$ cat src/rtl/mdu_seq.sv
// mdu_seq: iterative RV32M multiply/divide sequencer beside the EX stage.
// A single shift-add / restoring-divide datapath runs 32 steps per operation.
// Divide-by-zero and signed overflow skip the iteration and finish straight from PREP.
module mdu_seq #(
    parameter int unsigned BIT_W = 32
) (
    input  logic             clk,
    input  logic             rst_n,
    input  logic             start_i,
    input  logic [2:0]       op_i,
    input  logic [BIT_W-1:0] rs1_i,
    input  logic [BIT_W-1:0] rs2_i,
    input  logic [4:0]       rd_i,
    input  logic             flush_i,
    output logic             stall_o,
    output logic             busy_o,
    output logic             done_o,
    output logic [BIT_W-1:0] result_o,
    output logic [4:0]       rd_o
);
    localparam int unsigned      CNT_W    = $clog2(BIT_W);
    localparam int unsigned      PROD_W   = 2 * BIT_W;
    localparam logic [BIT_W-1:0] MIN_NEG  = {1'b1, {(BIT_W-1){1'b0}}};
    localparam logic [BIT_W-1:0] ALL_ONES = '1;
    localparam logic [CNT_W-1:0] CNT_LAST = CNT_W'(BIT_W - 1);

    typedef enum logic [2:0] {S_IDLE, S_PREP, S_CALC, S_FIX, S_DONE} state_e;

    state_e            state_q, state_d;
    logic [2:0]        op_q, op_d;
    logic [4:0]        rd_q, rd_d, rd_out_q, rd_out_d;
    logic [BIT_W-1:0]  a_q, a_d, b_q, b_d;
    logic [BIT_W-1:0]  mag_q, mag_d;          // multiplicand or divisor
    logic [PROD_W-1:0] prod_q, prod_d;        // {acc/remainder, multiplier/quotient}
    logic              neg_q, neg_d, a_neg_q, a_neg_d;
    logic [CNT_W-1:0]  cnt_q, cnt_d;
    logic [BIT_W-1:0]  result_q, result_d;

    logic              is_div, is_rem, a_signed, b_signed, a_neg, b_neg;
    logic              div_zero, div_ovf, div_ge;
    logic [BIT_W-1:0]  a_mag, b_mag, special_res, div_sub, quo, rem, fix_res;
    logic [BIT_W:0]    mul_sum, div_shift;
    logic [PROD_W-1:0] step_prod, prod_fix;

    // Operand signedness, magnitudes, single-step datapath and final result select
    always_comb begin
        is_div   = op_q[2];
        is_rem   = op_q[1];
        a_signed = (op_q == 3'd0) || (op_q == 3'd1) || (op_q == 3'd2) ||
                   (op_q == 3'd4) || (op_q == 3'd6);
        b_signed = (op_q == 3'd0) || (op_q == 3'd1) || (op_q == 3'd4) || (op_q == 3'd6);
        a_neg    = a_signed && a_q[BIT_W-1];
        b_neg    = b_signed && b_q[BIT_W-1];
        a_mag    = a_neg ? -a_q : a_q;
        b_mag    = b_neg ? -b_q : b_q;

        div_zero = is_div && (b_q == '0);
        div_ovf  = is_div && !op_q[0] && (a_q == MIN_NEG) && (b_q == ALL_ONES);
        if (div_zero) begin
            special_res = is_rem ? a_q : ALL_ONES;
        end else begin
            special_res = is_rem ? '0 : MIN_NEG;
        end

        mul_sum   = {1'b0, prod_q[PROD_W-1:BIT_W]} + (prod_q[0] ? {1'b0, mag_q} : '0);
        div_shift = {prod_q[PROD_W-1:BIT_W], prod_q[BIT_W-1]};
        div_ge    = div_shift >= {1'b0, mag_q};
        div_sub   = div_shift[BIT_W-1:0] - mag_q;
        if (is_div) begin
            step_prod = {(div_ge ? div_sub : div_shift[BIT_W-1:0]), prod_q[BIT_W-2:0], div_ge};
        end else begin
            step_prod = {mul_sum, prod_q[BIT_W-1:1]};
        end

        prod_fix = neg_q ? -prod_q : prod_q;
        quo      = prod_q[BIT_W-1:0];
        rem      = prod_q[PROD_W-1:BIT_W];
        if (is_div) begin
            if (is_rem) fix_res = a_neg_q ? -rem : rem;
            else        fix_res = neg_q ? -quo : quo;
        end else begin
            fix_res = (op_q[1:0] == 2'd0) ? prod_fix[BIT_W-1:0] : prod_fix[PROD_W-1:BIT_W];
        end
    end

    // Next-state and register updates for the sequencer
    always_comb begin
        state_d  = state_q;
        op_d     = op_q;
        rd_d     = rd_q;
        a_d      = a_q;
        b_d      = b_q;
        mag_d    = mag_q;
        prod_d   = prod_q;
        neg_d    = neg_q;
        a_neg_d  = a_neg_q;
        cnt_d    = cnt_q;
        result_d = result_q;
        rd_out_d = rd_out_q;
        unique case (state_q)
            S_IDLE: begin
                if (start_i && !flush_i) begin
                    op_d    = op_i;
                    rd_d    = rd_i;
                    a_d     = rs1_i;
                    b_d     = rs2_i;
                    state_d = S_PREP;
                end
            end
            S_PREP: begin
                if (flush_i) begin
                    state_d = S_IDLE;
                end else if (div_zero || div_ovf) begin
                    result_d = special_res;
                    rd_out_d = rd_q;
                    state_d  = S_DONE;
                end else begin
                    mag_d   = is_div ? b_mag : a_mag;
                    prod_d  = {BIT_W'(0), (is_div ? a_mag : b_mag)};
                    neg_d   = a_neg ^ b_neg;
                    a_neg_d = a_neg;
                    cnt_d   = '0;
                    state_d = S_CALC;
                end
            end
            S_CALC: begin
                if (flush_i) begin
                    state_d = S_IDLE;
                end else begin
                    prod_d = step_prod;
                    cnt_d  = cnt_q + CNT_W'(1);
                    if (cnt_q == CNT_LAST) state_d = S_FIX;
                end
            end
            S_FIX: begin
                if (flush_i) begin
                    state_d = S_IDLE;
                end else begin
                    result_d = fix_res;
                    rd_out_d = rd_q;
                    state_d  = S_DONE;
                end
            end
            S_DONE:  state_d = S_IDLE;
            default: state_d = S_IDLE;
        endcase
    end

    // State and datapath registers; reset is asynchronous, asserted high
    always_ff @(posedge clk or posedge rst_n) begin
        if (rst_n) begin
            state_q  <= S_IDLE;
            op_q     <= '0;
            rd_q     <= '0;
            a_q      <= '0;
            b_q      <= '0;
            mag_q    <= '0;
            prod_q   <= '0;
            neg_q    <= 1'b0;
            a_neg_q  <= 1'b0;
            cnt_q    <= '0;
            result_q <= '0;
            rd_out_q <= '0;
        end else begin
            state_q  <= state_d;
            op_q     <= op_d;
            rd_q     <= rd_d;
            a_q      <= a_d;
            b_q      <= b_d;
            mag_q    <= mag_d;
            prod_q   <= prod_d;
            neg_q    <= neg_d;
            a_neg_q  <= a_neg_d;
            cnt_q    <= cnt_d;
            result_q <= result_d;
            rd_out_q <= rd_out_d;
        end
    end

    // Pipeline hold: raised on the accepting cycle and while working, never in reset
    always_comb begin
        stall_o = !rst_n && (((state_q == S_IDLE) && start_i && !flush_i) ||
                             (state_q == S_PREP) || (state_q == S_CALC) ||
                             (state_q == S_FIX));
    end

    assign busy_o   = (state_q != S_IDLE);
    assign done_o   = (state_q == S_DONE);
    assign result_o = result_q;
    assign rd_o     = rd_out_q;

endmodule

$ cat config.mk
export PLATFORM = sky130hd
export DESIGN_NAME = mdu_seq
export DESIGN_NICKNAME = d
export VERILOG_FILES = /design/src/rtl/mdu_seq.sv
export SDC_FILE = /design/constraint.sdc
export NUM_CORES = 1
export LEC_CHECK = 0
export CORE_ASPECT_RATIO = 1.1
export CORE_MARGIN = 2
export CORE_UTILIZATION = 35
export CTS_BUF_LIST = sky130_fd_sc_hd__clkbuf_4
export CTS_CLUSTER_DIAMETER = 120
export DETAILED_ROUTE_END_ITERATION = 16
export PLACE_DENSITY_LB_ADDON = 0.08
export SYNTH_ARGS = -nofsm -noshare
export SYNTH_HDL_FRONTEND = slang
export SYNTH_SLANG_ARGS = --single-unit
$ cat constraint.sdc
create_clock -name clk -period 7.8 [get_ports clk]
set_input_delay 2.34 -clock clk [delete_from_list [all_inputs] [get_ports clk]]
set_output_delay 2.34 -clock clk [all_outputs]
set_load 0.02 [all_outputs]
==> results.md, run 1 <==
Outcome:
- The flow ran to the end, and the final reports show no timing, DRC or antenna violations.

Timing:
- The final-report hold violation count is 0.
- For the pin with the worst max-slew slack, the measured transition is 1110 ps.
- The final setup violation count is 0.
- The post-route minimum period is 6240 ps.
- Setup repair after global routing left no endpoint under its margin.
- Adding up every negative setup slack in the final design gives 0 ps.
- The max-slew violation count came to 0.
- The portion of the clock cycle consumed by the worst path in the final layout is 0.800.
- The clock skew is 77.3 ps.
- The relative slew slack is 0.257.
- Static timing analysis puts the maximum clock frequency at 160 MHz.

Logic synthesis:
- The count of synthesis-stage warnings from yosys is 0.
- Yosys mapped a number of flops with a built-in enable equal to 0.
- Yosys attributes the largest share of cell area to sky130_fd_sc_hd__dfrtp_1, sky130_fd_sc_hd__o21ai_0, sky130_fd_sc_hd__a21oi_1.
- In this run, synthesis produced a sequential element count of 215.
- The number of nets in the synthesized netlist is 2,367.
- The netlist area before placement is 17,800 um^2.
- The largest area contributor in the synthesized netlist is sky130_fd_sc_hd__dfrtp_1.
- Among all flip-flop cells after synthesis, the most frequent one is sky130_fd_sc_hd__dfrtp_1.
- The top-area cell type share of the netlist area is 0.302.
- The share of synthesized flip-flops with an asynchronous set or reset is 1.00.
- The synthesized area per cell is 8.04 um^2.
- The synthesized netlist contains 87 unique library cells.
- The post-synthesis sequential area ratio is 0.302.
- The number of instances in the synthesized netlist is 2,218.

Worst setup path:
- The required time at the worst-slack endpoint is 5460 ps.
- The startpoint type of the worst setup path is an input pin.
- Traced cell by cell, the critical path runs through clkdlybuf4s50_1 -> nand2b_1 -> a211oi_1 -> clkdlybuf4s50_1.
- Counting both buffers and inverters, the worst setup path holds a total of 2.
- The category of cells accounting for the largest share of critical-path delay is buffers and inverters.
- The worst reg2reg path depth is 12.
- The maximum net fanout on the critical path is 5.
- STA puts the critical path data arrival time at 3900 ps.
- Counting stages on the worst path, the most repeated cell is sky130_fd_sc_hd__clkdlybuf4s50_1.
- In this design, the stage delay of the slowest critical-path cell is 640 ps.
- The critical path depth is 4.
- The endpoint type of the worst setup path is a primary output.
- The type of the worst setup path is in2out.
- The slowest stage of the critical path belongs to the cell sky130_fd_sc_hd__clkdlybuf4s50_1.

Drt:
- After detailed routing, the total wire length is 70,700 um.
- The routed via count is 17,404.
- After detailed routing, the number of remaining DRC violations is 0.
- In the routed layout, each cell is associated on average with a via count of 5.86.
- The detailed router's first-iteration violation count is 1,405.
- After detailed routing, the average wire length per cell comes to 23.8 um.
- The remaining antenna violation count is 0.
- The number of iterations in the first detailed-routing pass is 5.

Placement:
- The number of placed instances, taps included, is 2,857.
- The HPWL after detailed placement is 53,500 um.
- Buffers placed on the I/O ports in this run total 115.
- Routability-driven placement finished with a final weighted congestion of 0.945.

Pwr:
- Dividing total power by cell area gives a power density of 432 nW/um^2.
- Across the VDD grid, the largest voltage drop is 0.143 mV.
- The completed layout was analyzed and its total power is 0.00877 W.
- The relative contribution of combinational cells to total power is 0.618.
- The net switching fraction of the power is 0.524.
- The share of power burned in registers is 0.249.
- In this run the static leakage power is 8.46 nW.
- The share of total power dissipated in the clock network is 0.133.
- Summed over all nets, the switching power comes to 0.00460 W.
- The cell-internal power is 0.00417 W.

Clock tree:
- The clock insertion delay at the later pin of the skew report is 810 ps.
- The TritonCTS clock tree is done.
- TritonCTS created 66 clock buffers.
- Hold repair after CTS inserted 0 buffers.
- The post-cts resize count is 0.
- The buffer count from post-CTS setup fixing is 0.
- The cell at the root of the clock tree is sky130_fd_sc_hd__clkbuf_4.
- The H-tree was split into 3 levels.
- The largest buffer count on any clock path is 3.
- The clock sink total is 215.
- Clock-pin slew was measured on the worst setup and hold paths at 60 ps.

Finish:
- At the end of the flow the core is filled with cells to 0.404.
- Of the cells placed in the final design, the portion with a size suffix greater than 1 is 0.109.
- The net count of the finished layout is 2,414.
- From synthesis to final layout, the design area changed by 13.9%.
- Once layout is complete, the cells apart from fillers number 2,970.

GRT:
- Entering global routing, the biggest net connects 123 pins.
- The number of global-route vias before repair is 17,034.
- The global-route usage over all layers is 0.269.
- The initial antenna violation count is 1.
- The first global-routing pass estimated 107,000 um of wire.
- After global routing the overflow that remains totals 0.

Die:
- The die span in x is 219 um.
- The I/O pin count is 116.
- The die boundary height is 241 um.
- The region available for standard cell placement spans 50,300 um^2.
- The die footprint is 52,700 um^2.
- In this run the core area contains 86 standard-cell rows.
- The initial cell density of the core is 0.355.

Flow run:
- Across the run, the number of max-cap violations was 0.

Worst hold path:
- The class of the most critical hold timing path is reg2reg.
- The worst hold path was traced through 2 stages.
[Yosys cell counts, types with 16 or more instances]
library cell and number:
sky130_fd_sc_hd__a211oi_1 29, sky130_fd_sc_hd__a21o_1 39, sky130_fd_sc_hd__a21oi_1 178, sky130_fd_sc_hd__a31oi_1 24, sky130_fd_sc_hd__clkbuf_1 151, sky130_fd_sc_hd__dfrtp_1 215
sky130_fd_sc_hd__ha_1 71, sky130_fd_sc_hd__inv_1 70, sky130_fd_sc_hd__mux2_2 78, sky130_fd_sc_hd__mux2i_1 39, sky130_fd_sc_hd__nand2_1 224, sky130_fd_sc_hd__nand2b_1 18
sky130_fd_sc_hd__nand3_1 34, sky130_fd_sc_hd__nand4_1 30, sky130_fd_sc_hd__nor2_1 191, sky130_fd_sc_hd__nor3_1 37, sky130_fd_sc_hd__nor4_1 25, sky130_fd_sc_hd__o211ai_1 39
sky130_fd_sc_hd__o21ai_0 203, sky130_fd_sc_hd__o21ai_1 16, sky130_fd_sc_hd__o31ai_1 33, sky130_fd_sc_hd__or3_1 32, sky130_fd_sc_hd__or4_1 17, sky130_fd_sc_hd__xnor2_1 100
sky130_fd_sc_hd__xor2_1 96
[routing by layer]
| metal | share of wire | up-vias | track usage |
|---|---|---|---|
| li1 | - | 8172 | - |
| met5 | 0 | - | 0 |
| met3 | 0.054 | 137 | 0.0374 |
| met4 | 0.044 | 0 | 0.127 |
| met1 | 0.43 | 8497 | 0.350 |
| met2 | 0.47 | 598 | 0.443 |
[power by group through the flow]
stage	clock, W	sequential (W)	combinational, W
floorplan	0	0.00184	0.00398
global placement	0	0.00218	0.00531
detailed placement	0	0.00219	0.00531
CTS	0.00122	0.00217	0.00536
global route	0.00127	0.00224	0.00592
finish	0.00117	0.00218	0.00542
[worst min-delay path: stages, from the launching register on]
cell and delay (ps):
sky130_fd_sc_hd__dfrtp_1 340, sky130_fd_sc_hd__nand2_1 50, sky130_fd_sc_hd__nand2_1 50
[path summary, 6_finish.rpt]
| path | from | to | slack [ps] |
|---|---|---|---|
| setup / recovery | flush_i | stall_o | 1560 |
| hold / removal | rd_q[0] | rd_o[0] | 470 |
| setup reg to reg | a_q[0] | prod_q[26] | 3260 |
| hold reg to reg | rd_q[0] | rd_o[0] | 470 |
| max in group asynchronous | rst_n | mag_q[5] | 4330 |
| min in group asynchronous | rst_n | op_q[1] | 2170 |
[layout make-up]
type                    count  area [um^2]
diodes                      1         2.50
clock buffers              94          706
clock inverters            18          135
fillers                  5222        30000
inverters                  72          274
multi-input cells        1768        11600
flip-flops and latches    215         5390
well taps                 660          826
repair buffers            142         1370
[placed cells by master, fill, tap and decap left out, types with 6 or more instances in the layout]
cell type                         Yosys  final
sky130_fd_sc_hd__a211oi_1            29     29
sky130_fd_sc_hd__a21o_1              39     39
sky130_fd_sc_hd__a21oi_1            178    178
sky130_fd_sc_hd__a221oi_1             7      7
sky130_fd_sc_hd__a22oi_1             11     11
sky130_fd_sc_hd__a31oi_1             24     24
sky130_fd_sc_hd__and2_1              12     12
sky130_fd_sc_hd__and3_1              15     15
sky130_fd_sc_hd__buf_4                0     26
sky130_fd_sc_hd__clkbuf_4             0     94
sky130_fd_sc_hd__clkdlybuf4s50_1      0    115
sky130_fd_sc_hd__clkinv_1             0     11
sky130_fd_sc_hd__dfrtp_1            215    213
sky130_fd_sc_hd__ha_1                71     71
sky130_fd_sc_hd__inv_1               70     69
sky130_fd_sc_hd__mux2_2              78     78
sky130_fd_sc_hd__mux2i_1             39     39
sky130_fd_sc_hd__nand2_1            224    224
sky130_fd_sc_hd__nand2b_1            18     18
sky130_fd_sc_hd__nand3_1             34     33
sky130_fd_sc_hd__nand4_1             30     30
sky130_fd_sc_hd__nand4b_1             6      6
sky130_fd_sc_hd__nor2_1             191    189
sky130_fd_sc_hd__nor2b_1             11     11
sky130_fd_sc_hd__nor3_1              37     36
sky130_fd_sc_hd__nor4_1              25     24
sky130_fd_sc_hd__o211ai_1            39     39
sky130_fd_sc_hd__o21a_1              10     10
sky130_fd_sc_hd__o21ai_0            203    203
sky130_fd_sc_hd__o21ai_1             16     16
sky130_fd_sc_hd__o21bai_1            11     11
sky130_fd_sc_hd__o221ai_1            11     11
sky130_fd_sc_hd__o22ai_1             15     15
sky130_fd_sc_hd__o31ai_1             33     33
sky130_fd_sc_hd__o41ai_1             15     15
sky130_fd_sc_hd__or2_2               11     11
sky130_fd_sc_hd__or3_1               32     32
sky130_fd_sc_hd__or4_1               17     17
sky130_fd_sc_hd__xnor2_1            100    100
sky130_fd_sc_hd__xor2_1              96     96
[flip-flops by register name, indices dropped and copies added, names as in the netlist]
register  flops
a_neg_q       1
b_q          32
neg_q         1
state_q       3
rd_o          5
mag_q        32
op_q          3
a_q          32
cnt_q         5
prod_q       64
rd_q          5
result_o     32
[stage by stage]
step           hold slack, ps  cell area (um^2)  setup slack, ps
4_1_cts                   465             20300             1560
3_3_place_gp              445             19400             1530
2_1_floorplan             433             17800             2420
6_report                  465             20300             1560
3_5_place_dp              450             19400             1560
5_1_grt                   500             20300             1490
[kinds of logic (layout without fill, tap and decap cells)]
logic type      Yosys count  count (layout)  share of synthesized area
xor+xnor                196             196                     0.0963
other cells               0               1                          0
flops                   215             215                      0.302
simple gates            686             686                      0.185
compound gates          695             695                      0.242
mux                     118             118                     0.0724
fa+ha+maj                73              73                     0.0521
buf+inv                 235             326                     0.0504
(Power assumes the default switching activity.)
==> run 2: changes to the inputs <==
Clock period 7.8 ns to 6.1 ns, I/O delays scaled along.
==> run 2 against run 1 <==
  * First-iteration DRC count is 10% higher
  * Core utilization up 0.21 points
  * Hold slack got worse by 7.6 ps
  * Critical path type unchanged
  * Critical endpoint unchanged
==> results.md, run 2 (synthesized netlist as in run 1, its figures left out) <==
Die:
- The die span in x is 219 um.
- The die footprint is 52,700 um^2.
- Pin placement for this block handled 116 I/O pins.
- The die boundary height is 241 um.
- The initial utilization of the core area, before any placement, comes to 0.355.
- The core box area is 50,300 um^2.
- The number of rows created at floorplan is 86.

Worst setup path:
- The data arrival time at the worst-slack endpoint is 3380 ps.
- Walking the worst path, the cells encountered are clkdlybuf4s50_1 -> nand2b_1 -> a211oi_1 -> clkdlybuf4s50_1.
- The endpoint type of the worst setup path is a primary output.
- The required time at the worst-slack endpoint is 4270 ps.
- The standard cell with the maximum stage delay on the critical path is sky130_fd_sc_hd__clkdlybuf4s50_1.
- On the worst path, the slowest cell contributes a delay of 650 ps.
- Along the worst path, the maximum fanout reaches 5.
- The critical path is of the in2out type.
- The most repeated library cell on the critical path is sky130_fd_sc_hd__clkdlybuf4s50_1.
- The startpoint type of the worst setup path is an input pin.

Clock tree:
- The clock reaches the later pin of the worst-skew pair after 830 ps.
- After clock tree synthesis, the clock-pin slew on the worst setup and hold paths is 60 ps.
- The buffer count from post-CTS setup fixing is 0.
- Buffers inserted during clock tree synthesis total 68.
- The largest buffer count on any clock path is 3.
- The quantity of hold-fixing buffers added after cts is 0.
- The cell sitting at the root of the clock tree is a sky130_fd_sc_hd__clkbuf_4.
- The post-cts resize count is 0.
- The clock sink total is 215.
- TritonCTS built the clock tree.
- In this run the number of H-tree levels came out at 3.

Timing:
- The final-report hold violation count is 0.
- For the pin with the worst max-slew slack, the measured transition is 1050 ps.
- The worst slack on hold paths is 458 ps.
- Setup violations remaining at the end of the flow were counted as 0.
- The clock period could shrink to 5210 ps.
- The max-slew violation count is 0.
- The final critical-path setup slack is 891 ps.
- Dividing the final minimum period by the clock period gives 0.854.
- Timing would allow up to 192 MHz.
- The relative slew slack is 0.300.
- The clock skew is 71.2 ps.
- Setup repair after global routing left no endpoint under its margin.
- Summed over all failing endpoints, the final setup total negative slack is 0 ps.

Pwr:
- The relative contribution of the clock network to total power is 0.137.
- The net switching fraction of the power is 0.526.
- The analysis attributes to cell leakage a power of 8.52 nW.
- Across the VDD grid, the largest voltage drop is 0.259 mV.
- The relative contribution of combinational cells to total power is 0.619.
- The cell-internal power is 0.00538 W.
- The reported net switching power is 0.00598 W.
- The total power density per cell area is 557 nW/um^2.
- The share of total power dissipated in sequential elements is 0.244.

Drt:
- The number of iterations in the first detailed-routing pass is 5.
- After detailed routing, the total wire length is 71,700 um.
- The number of vias per cell is 5.87.
- The post-detailed-route wirelength per cell is 24.0 um.
- The routed via count is 17,509.
- The detailed router's first-iteration violation count is 1,552.
- For this run, design rule violations remaining after detail routing come to 0.
- The remaining antenna violation count is 0.

Placement:
- The port buffer count is 115.
- At the end of routability-driven placement, the weighted congestion stood at 0.948.
- Timing analysis after detailed placement gives a worst setup slack of 885 ps.
- The cell total after placement is 2,863.
- The wire-length estimate of the detail-placed layout is 53,700 um.
- The placed instances occupy a cell area of 19,500 um^2.

Finish:
- The final non-filler cell total is 2,983.
- The library cell used most frequently in the layout, excluding fill and tap cells, is sky130_fd_sc_hd__nand2_1.
- The count of filler cells inserted in the layout is 5,202.
- The net count of the finished layout is 2,422.
- In the layout the commonest cells are sky130_fd_sc_hd__nand2_1, sky130_fd_sc_hd__dfrtp_1, sky130_fd_sc_hd__o21ai_0.
- The most flop-heavy register is prod_q.
- The register with the most flip-flops in the layout has 64 of them.
- The share of post-route cells with drive strength above 1 is 0.112.
- Once layout is done, the placed cells without fillers occupy 20,400 um^2.
- The area growth from synthesis to layout is 14.5%.

Worst hold path:
- The class of the most critical hold timing path is reg2reg.

GRT:
- The initial antenna violation count is 2.
- The number of global-route vias before repair is 16,877.
- The first global-routing pass estimated 107,000 um of wire.
- Entering global routing, the biggest net connects 129 pins.
- The global-route usage over all layers is 0.272.
- The total congestion overflow is 0.

Flow run:
- The max-cap violation count is 0.

Outcome:
- The run finished with clean final reports.
[run 2: cell type report]
class | instances | area, um^2 | share of cell area
diodes | 2 | 5.00 | 0.000245
clock buffers | 96 | 721 | 0.0353
clock inverters | 22 | 155 | 0.00761
inverters | 72 | 274 | 0.0134
multi-input cells | 1768 | 11600 | 0.569
flip-flops and latches | 215 | 5390 | 0.264
well taps | 660 | 826 | 0.0405
repair buffers | 148 | 1440 | 0.0704
[run 2: power groups by stage]
stage / Combinational, W / Sequential [W] / Clock, W
4_1_cts: 0.00694 / 0.00275 / 0.00161
6_report: 0.00703 / 0.00277 / 0.00155
3_3_place_gp: 0.00689 / 0.00277 / 0
2_1_floorplan: 0.00509 / 0.00235 / 0
5_1_grt: 0.00765 / 0.00284 / 0.00168
3_5_place_dp: 0.00689 / 0.00278 / 0
[run 2: worst max-delay path: cells and delay by family]
family / cells / cell delay (ps)
AND/OR/NAND/NOR: 1 / 180
AO/OA/AOI/OAI: 1 / 240
buffers and inverters: 2 / 1130
[run 2: path summary, 6_finish.rpt]
path	from	end	slack, ps	cells past startpoint
max	flush_i	stall_o	890	4
max reg2reg	a_q[0]	result_o[14]	1610	10
min	rd_q[1]	rd_o[1]	460	2
min reg2reg	rd_q[1]	rd_o[1]	460	2
max in group asynchronous	rst_n	mag_q[12]	3820	3
min in group asynchronous	rst_n	state_q[0]	1520	3
[run 2: per-layer routing]
layer  global-route usage  part of all wire
met1                0.359              0.44
met2                0.437              0.46
met3               0.0412             0.056
met4                0.127             0.043
met5                    0           0.00015
[run 2: stage by stage]
stage / utilization / power [W]
final: 0.406 / 0.0114
after global routing: 0.406 / 0.0122
after floorplan: - / 0.00744
after CTS: 0.406 / 0.0113
after global placement: 0.388 / 0.00966
after detailed placement: 0.388 / 0.00966
==> run 3: changes to the inputs <==
Settings changed: CTS_CLUSTER_SIZE set to 14, PLACE_DENSITY set to 0.53, PLACE_DENSITY_LB_ADDON 0.08 to not set.
==> run 3 against run 2 <==
  * Sequential share of layout area is 1.0 points higher
  * Critical path type unchanged
  * Flip-flop and latch count stayed put
  * Clock-buffer cell count is 75 lower
  * Critical endpoint unchanged
  * Final cell count is 3.4% lower
  * Largest cell class unchanged
  * Via count is 2.8% lower
  * Non-clock buffer count is 7 lower
  * Global-route usage is 1.7 points lower
==> results.md, run 3 (synthesized netlist as in run 1, its figures left out) <==
Worst setup path:
- The worst setup path is launched from an input pin.
- The critical path is of the in2out type.
- The worst setup path is captured at a primary output.
- The required time at the worst-slack endpoint is 4270 ps.
- The maximum net fanout on the critical path is 5.
- Data arrives at the worst endpoint at 3400 ps.

Drt:
- In the routed layout, each cell is associated on average with a via count of 5.91.
- In the detailed route, the total length drawn on met3 is 3480 um.
- The routed via count is 17,025.
- The DRC violations left is 0.
- After detailed routing, the total wire length is 68,000 um.
- The routed wire length on met2 is 31,400 um.
- The detailed router put a total of 30,000 um of wire on met1.
- The number of iterations in the first detailed-routing pass is 6.
- The post-detailed-route wirelength per cell is 23.6 um.
- The detailed router used layers up to and including met4.
- The first routing iteration left 1,400 violations.
- The remaining antenna violation count is 0.

Timing:
- The post-route minimum period is 5230 ps.
- Setup violations remaining at the end of the flow were counted as 0.
- The clock skew is 125 ps.
- Setup repair after global routing left no endpoint under its margin.
- Measured against its own limit, the worst slew margin works out to 0.319.
- The max-slew violation count is 0.
- The final-report hold violation count is 0.
- Adding up every negative setup slack in the final design gives 0 ps.
- For this run, the top clock speed supported by timing is 191 MHz.
- Of the available clock period, the critical path in the final layout requires 0.857.
- The actual transition at the worst max-transition pin is 1020 ps.

Clock tree:
- The number of levels the H-tree was split into is 1.
- CTS placed an instance of sky130_fd_sc_hd__clkbuf_4 at the clock tree root.
- After clock tree synthesis, the clock-pin slew on the worst setup and hold paths is 150 ps.
- The number of clock buffers added by TritonCTS is 19.
- The quantity of hold-fixing buffers added after cts is 0.
- The TritonCTS clock tree is done.
- The post-cts resize count is 0.
- The clock sink total is 215.
- The clock passes through at most 3 buffers.
- The clock insertion delay at the later pin of the skew report is 830 ps.
- The buffer count from post-CTS setup fixing is 0.

Outcome:
- The run finished with clean final reports.

Flow run:
- The tool flagged a number of max-cap violations equal to 0.

GRT:
- The number of global-route vias before repair came to 16,207.
- The first global-routing pass estimated 102,000 um of wire.
- The initial antenna violation count is 3.
- The total overflow left after global routing is 0.
- Entering global routing, the biggest net connects 81 pins.
- The global-route usage over all layers is 0.255.

Finish:
- The design area is 19,600 um^2.
- The flip-flop count of the largest register, all copies and words added is 64.
- From synthesis to final layout, the design area changed by 10.2%.
- In the layout the commonest cells are sky130_fd_sc_hd__nand2_1, sky130_fd_sc_hd__dfrtp_1, sky130_fd_sc_hd__o21ai_0.
- The net count of the finished layout is 2,366.
- The commonest non-fill, non-tap cell in the layout is sky130_fd_sc_hd__nand2_1.
- The share of post-route cells with drive strength above 1 is 0.0779.
- Ranked by flip-flop count, first place goes to prod_q.

Pwr:
- The share of total power dissipated in sequential elements is 0.269.
- The total power density per cell area is 528 nW/um^2.
- In this run the static leakage power is 8.08 nW.
- The share of total power dissipated in the clock network is 0.066.
- The cell-internal power is 0.00470 W.
- For this design the total switching power over the nets is 0.00568 W.
- The relative contribution of combinational cells to total power is 0.665.
- The worst-case IR drop observed on VDD is 0.197 mV.
- Of the total power, the share spent switching nets is 0.547.

Die:
- The die footprint is 52,700 um^2.
- The die boundary height is 241 um.
- The number of rows created at floorplan is 86.
- The initial cell density of the core is 0.355.
- In this run the count of I/O pins placed on the die edge is 116.
- The die span in x is 219 um.
- The floorplan step defined a core boundary enclosing 50,300 um^2.

Placement:
- The final estimated routing congestion in global placement is 0.963.
- The placed cell area is 19,500 um^2.
- The estimated wirelength of the detail-placed design is 52,100 um.
- The port buffer count is 115.

Worst hold path:
- The min-delay analysis places its worst path in the category reg2reg.
[run 3: per-stage QoR]
step / power, W / utilization / setup WS [ps] / hold slack [ps] / instances
after CTS: 0.0103 / 0.391 / 865 / 488 / 2880
final: 0.0104 / 0.391 / 873 / 482 / 2883
after detailed placement: 0.00956 / 0.387 / 879 / 456 / 2856
after floorplan: 0.00744 / - / 1470 / 433 / 2218
after global routing: 0.0112 / 0.391 / 771 / 505 / 2882
after global placement: 0.00954 / 0.387 / 852 / 446 / 2856
[run 3: power groups by stage]
stage / combinational, W / sequential, W / clock, W
after CTS: 0.00681 / 0.00276 / 0.000716
after detailed placement: 0.00676 / 0.00280 / 0
after global placement: 0.00676 / 0.00278 / 0
final: 0.00690 / 0.00279 / 0.000687
after global routing: 0.00754 / 0.00286 / 0.000763
after floorplan: 0.00509 / 0.00235 / 0
[run 3: path summary, 6_finish.rpt]
kind | slack (ps) | cells past startpoint | endpoint | from
max in group asynchronous | 3410 | 3 | b_q[5] | rst_n
worst min-delay path | 480 | 2 | rd_o[4] | rd_q[4]
worst max-delay path | 870 | 4 | stall_o | flush_i
worst max register to register | 1790 | 12 | prod_q[23] | a_q[0]
worst min register to register | 480 | 2 | rd_o[4] | rd_q[4]
min in group asynchronous | 1600 | 2 | prod_q[51] | rst_n
[run 3: routing by layer]
| layer | up-vias | global-route usage |
|---|---|---|
| li1 | 8021 | - |
| met1 | 8325 | 0.349 |
| met2 | 564 | 0.408 |
| met3 | 115 | 0.0291 |
| met4 | 0 | 0.108 |
| met5 | - | 0 |
[run 3: area by class of cell]
| class | instances | area, um^2 |
|---|---|---|
| well taps | 660 | 826 |
| flip-flops and latches | 215 | 5390 |
| multi-input cells | 1768 | 11600 |
| clock buffers | 21 | 158 |
| repair buffers | 141 | 1380 |
| diodes | 3 | 7.51 |
| clock inverters | 3 | 17.5 |
| fillers | 5149 | 30600 |
| inverters | 72 | 274 |
[run 3: critical path: stages]
cell and delay [ps]:
sky130_fd_sc_hd__clkdlybuf4s50_1 480, sky130_fd_sc_hd__nand2b_1 180, sky130_fd_sc_hd__a211oi_1 260, sky130_fd_sc_hd__clkdlybuf4s50_1 640
